`src/rtl/if_fetch_unit_pkg.sv`:
```
// Shared definitions for the instruction-fetch stage: FSM encodings and default constants.
package if_fetch_unit_pkg;

    typedef enum logic [1:0] {
        FS_FETCH = 2'd0,
        FS_HOLD  = 2'd1,
        FS_KILL  = 2'd2
    } fetch_state_e;

    localparam logic [31:0] DEFAULT_RESET_PC  = 32'h0000_3000;
    localparam logic [31:0] DEFAULT_NOP_INSTR = 32'h0000_0000;

endpackage

```
`src/rtl/if_fetch_unit_if_id_reg.sv`:
```
// IF/ID pipeline register: squash beats load, and load is blocked while ID holds.
module if_id_reg
    import if_fetch_unit_pkg::*;
#(
    parameter logic [31:0] NOP_INSTR = DEFAULT_NOP_INSTR
) (
    input  logic        clk,
    input  logic        rst,
    input  logic        load,
    input  logic        squash,
    input  logic        hold,
    input  logic [31:0] load_pc,
    input  logic [31:0] load_instr,
    output logic [31:0] pc,
    output logic [31:0] instr,
    output logic        valid
);

    // NOTE: sequential state uses non-blocking assignments so every flop samples pre-edge values.
    always_ff @(posedge clk or posedge rst) begin
        if (rst) begin
            pc    <= 32'h0;
            instr <= NOP_INSTR;
            valid <= 1'b0;
        end else if (squash) begin
            instr <= NOP_INSTR;
            valid <= 1'b0;
        end else if (load && !hold) begin
            pc    <= load_pc;
            instr <= load_instr;
            valid <= 1'b1;
        end
    end

endmodule

```
`src/rtl/if_fetch_unit.sv`:
```
// Instruction-fetch stage: owns the PC, drives the imem handshake and feeds the IF/ID register.
module if_fetch_unit
    import if_fetch_unit_pkg::*;
#(
    parameter logic [31:0] RESET_PC  = DEFAULT_RESET_PC,
    parameter logic [31:0] NOP_INSTR = DEFAULT_NOP_INSTR
) (
    input  logic        clk,
    input  logic        rst,
    input  logic [31:0] npc,
    input  logic        redirect,
    input  logic        id_stall,
    output logic        imem_req,
    output logic [31:0] imem_addr,
    input  logic [31:0] imem_rdata,
    input  logic        imem_ready,
    output logic [31:0] if_pc,
    output logic [31:0] id_pc,
    output logic [31:0] id_instr,
    output logic        id_valid
);

    fetch_state_e state_q, state_d;
    logic [31:0]  pc_q, pc_d;
    logic [31:0]  buf_q, buf_d;
    logic [31:0]  tgt_q, tgt_d;
    logic         id_acc, redir_ok;
    logic         load, squash;
    logic [31:0]  load_instr;

    assign id_acc    = !id_valid || !id_stall;
    assign redir_ok  = redirect && id_valid && !id_stall;
    assign if_pc     = pc_q;
    assign imem_addr = pc_q;

    always_ff @(posedge clk or posedge rst) begin
        if (rst) begin
            state_q <= FS_FETCH;
            pc_q    <= RESET_PC;
            buf_q   <= 32'h0;
            tgt_q   <= 32'h0;
        end else begin
            state_q <= state_d;
            pc_q    <= pc_d;
            buf_q   <= buf_d;
            tgt_q   <= tgt_d;
        end
    end

    // NOTE: every output of this block gets a default first, so no path can infer a latch.
    always_comb begin
        state_d    = state_q;
        pc_d       = pc_q;
        buf_d      = buf_q;
        tgt_d      = tgt_q;
        load       = 1'b0;
        squash     = 1'b0;
        load_instr = imem_rdata;
        imem_req   = !rst && (state_q != FS_HOLD);

        unique case (state_q)
            FS_FETCH: begin
                if (redir_ok) begin
                    squash = 1'b1;
                    if (imem_ready) begin
                        pc_d = npc;
                    end else begin
                        tgt_d   = npc;
                        state_d = FS_KILL;
                    end
                end else if (imem_ready) begin
                    if (id_acc) begin
                        load = 1'b1;
                        pc_d = npc;
                    end else begin
                        buf_d   = imem_rdata;
                        state_d = FS_HOLD;
                    end
                end
            end
            FS_HOLD: begin
                if (redir_ok) begin
                    squash  = 1'b1;
                    pc_d    = npc;
                    state_d = FS_FETCH;
                end else if (id_acc) begin
                    load       = 1'b1;
                    load_instr = buf_q;
                    pc_d       = npc;
                    state_d    = FS_FETCH;
                end
            end
            FS_KILL: begin
                // The wrong-path word is dropped; only the address change matters.
                if (imem_ready) begin
                    pc_d    = tgt_q;
                    state_d = FS_FETCH;
                end
            end
            default: state_d = FS_FETCH;
        endcase
    end

    if_id_reg #(
        .NOP_INSTR(NOP_INSTR)
    ) u_if_id_reg (
        .clk       (clk),
        .rst       (rst),
        .load      (load),
        .squash    (squash),
        .hold      (!id_acc),
        .load_pc   (pc_q),
        .load_instr(load_instr),
        .pc        (id_pc),
        .instr     (id_instr),
        .valid     (id_valid)
    );

endmodule
```
`config.mk`:
```
export PLATFORM = sky130hd
export DESIGN_NAME = if_fetch_unit
export DESIGN_NICKNAME = d
export VERILOG_FILES = /design/src/rtl/if_fetch_unit_pkg.sv /design/src/rtl/if_fetch_unit_if_id_reg.sv /design/src/rtl/if_fetch_unit.sv
export SDC_FILE = /design/constraint.sdc
export NUM_CORES = 1
export LEC_CHECK = 0
export BUFFER_PORTS_ARGS = -buffer_cell sky130_fd_sc_hd__buf_2
export CAP_MARGIN = 15
export CORE_MARGIN = 5
export CORE_UTILIZATION = 47
export CTS_CLUSTER_SIZE = 20
export DETAILED_ROUTE_END_ITERATION = 8
export PLACE_DENSITY = 0.83
export SYNTH_ARGS = -nofsm -noshare
export SYNTH_HDL_FRONTEND = slang
export SYNTH_SLANG_ARGS = --single-unit
```
`constraint.sdc`:
```
create_clock -name clk -period 5.2 [get_ports clk]
set_input_delay 0.78 -clock clk [delete_from_list [all_inputs] [get_ports clk]]
set_output_delay 0.78 -clock clk [all_outputs]
set_load 0.05 [all_outputs]
```
==> impl_metrics.yaml <==
run_status:
  status: "complete, no violations"
flow_run:
  maxCapViolations: 0
setup_path:
  path_cells: "nand2b_2, mux2_2, mux2_2"
  critPathMaxFanout: 70
  slowest_delay_ns: 1.07
  crit_family: "flip-flops"
  critPathArrivalTime_ns: 3.07
  endpoint_kind: "flop"
  timing.critical_path.slowest_stage_cell: "dfrtp_2"
  reg2reg_from: "state_q[0]"
  cp_common_cell: "mux2_2"
  crit_path_start_kind: "flop"
  crit_type: "reg2reg"
  rr_worst_depth: 3
  r2r_end: "if_pc[31]"
  crit_required_ns: 5.49
  reg2reg_slack_ns: 2.43
  path_buf_inv: 0
placement:
  gp_congestion: 0.769
  place_inst: 862
  placed_area_sq_um: 8120
  numPortBuffers: 198
  place_hpwl_microns: 10300
synthesis:
  ys_warn_count: 0
  postSynthCellCount: 536
  async_flop_share_pct: 100
  synth_top_area_share_pct: 55.8
  ys_seq_area_share_pct: 56.5
  syn_area_per_cell_sq_um: 13.5
  synth_area_leaders: "dfrtp_1 56%, mux2_2 20%, mux2_4 6.0%"
  syn_nets: 605
  syn-cell-area_sq_um: 7220
  ys_types: 25
  synthFlopType: "dfrtp_1"
  synth_common_cells: "161 x dfrtp_1, 131 x mux2_2, 66 x nand2_1, 35 x buf_4, 33 x o21ai_0"
  synth.most_common_cell: "dfrtp_1"
  synth_top_area_cell: "dfrtp_1"
  synth_edf_count: 0
  synth_seq_cells: 163
clock_tree:
  cts_setup_buffers: 0
  root_buffer: "clkbuf_16"
  ctsLongestPathBuffers: 2
  cts_tree: "built"
  clock_sinks: 163
  cts_made_buffers: 17
  htree_levels: 4
  clk_pin_slew_ns: 0.06
  cts-hold-fix-buffers: 0
  cts_resized: 0
  insertion_delay_ns: 0.41
sta:
  period_minus_slack_ns: 2.77
  tightestPinTransition_ns: 1.08
  skew_ns: 0.00956
  rsz0062_at_grt: "false"
  tns_ns: 0
  fmax_ghz: 0.361
  post-route-period-util_pct: 53.3
  setup_violations: 0
  relSlewSlack_pct: 27.9
  drv_slew: 0
  finalHoldViolCount: 0
cells_and_area:
  post-route-util_pct: 58.1
  nNetsFinal: 763
  fill_cells: 1212
  drive_gt1_share_pct: 57.4
  areaGrowthSynthToFinish_pct: 21.8
  fin_area_sq_um: 8800
  stdcell_count: 897
die:
  start_util_pct: 47.7
  rows: 45
  ios: 199
  core_area_sq_um: 15100
  die_area_sq_um: 17900
  die_y_microns: 134
  die_w_microns: 134
grt:
  antenna_found_initial: 1
  grt_usage_pct: 17.5
  grt_max_degree: 71
  grt_pass1_vias: 4958
  grt_pass1_wl_microns: 25100
  gr-total-overflow: 0
detailed_routing:
  wl_met3_microns: 1010
  drt-initial-drc-count: 139
  viasPerCell: 5.21
  vias: 4671
  ant_nets: 0
  met2WireLength_microns: 7470
  drt_wl_total_microns: 15400
  drc: 0
  dr.pass1.iters: 4
  wl_per_cell_microns: 17.1
  wl_met1_microns: 6570
  top_layer_used: "met4"
worst_hold_path:
  hold_path.class: "in2async"
-- cell usage in the layout, fill, tap and decap left out --
master and n:
o21a_1 1, nand2b_2 1, mux2_4 29, clkbuf_8 3, a221o_1 1, nand3b_1 1, nor3_4 1, nor2_1 1
a22o_1 32, inv_6 2, clkinv_4 4, nor2_2 1, clkbuf_1 2, inv_1 1, o211a_1 1, buf_16 2
clkbuf_16 17, dfrtp_1 160, or4b_2 1, bufinv_16 4, a21oi_1 1, buf_4 6, nor2_4 1, nor3b_4 1
a21o_1 1, buf_2 198, dfstp_2 2, o21ai_0 33, nand2_1 66, diode_2 2, dfrtp_2 1, clkinvlp_4 1
mux2_2 131
-- worst max path at each step --
stage | to | start | slack [ns] | depth (start not counted)
5_1_grt | if_pc[31] | state_q[0] | 2.28 | 3
3_3_place_gp | if_pc[5] | imem_ready | 2.39 | 4
3_5_place_dp | if_pc[8] | imem_ready | 2.37 | 4
4_1_cts | if_pc[24] | state_q[0] | 2.39 | 3
6_report | if_pc[31] | state_q[0] | 2.43 | 3
2_1_floorplan | buf_q[0] | rst | 0.02 | 1
-- worst reg2reg max path: cells and delay by family (launching register included) --
family | cells | cell delay (ns)
flops | 1 | 1.07
simple gates | 1 | 0.87
mux | 2 | 0.72
-- metrics by stage --
stage          hold WS (ns)  worst slack [ns]
2_1_floorplan         0.475            0.0183
3_3_place_gp          0.483              2.39
3_5_place_dp          0.477              2.37
4_1_cts               0.449              2.39
5_1_grt               0.477              2.28
6_report              0.442              2.43
-- logic make-up after synthesis --
family          share of synthesized area (%)
simple gates                             4.33
buf+inv                                  5.99
compound gates                           6.72
flops                                    56.5
mux                                      26.5
-- cell type report --
type / instances / area (sq um) / share of cell area [%]
timing repair buffer: 206 / 1090 / 12.4
clock buffer: 22 / 474 / 5.39
inverter: 2 / 12.5 / 0.142
sequential: 163 / 4080 / 46.4
tap: 188 / 235 / 2.67
antenna: 2 / 5.00 / 0.0569
multi-input combinational: 304 / 2730 / 31.0
clock inverter: 10 / 171 / 1.95
-- flip-flops by register name (all words and copies together) (netlist names) --
register,flops
tgt_q,32
u_if_id_reg.instr,32
u_if_id_reg.pc,32
u_if_id_reg.valid,1
if_pc,32
buf_q,32
state_q,2
-- layer usage --
| layer | vias to the layer above | track usage [%] |
|---|---|---|
| met2 | 149 | 29.1 |
| met3 | 24 | 5.36 |
| met1 | 2326 | 21.7 |
| met5 | - | 0 |
| li1 | 2172 | - |
| met4 | 0 | 6.69 |
Power is not shown: default switching activity piles up to over one toggle a cycle in this logic, so the estimate is an artifact.
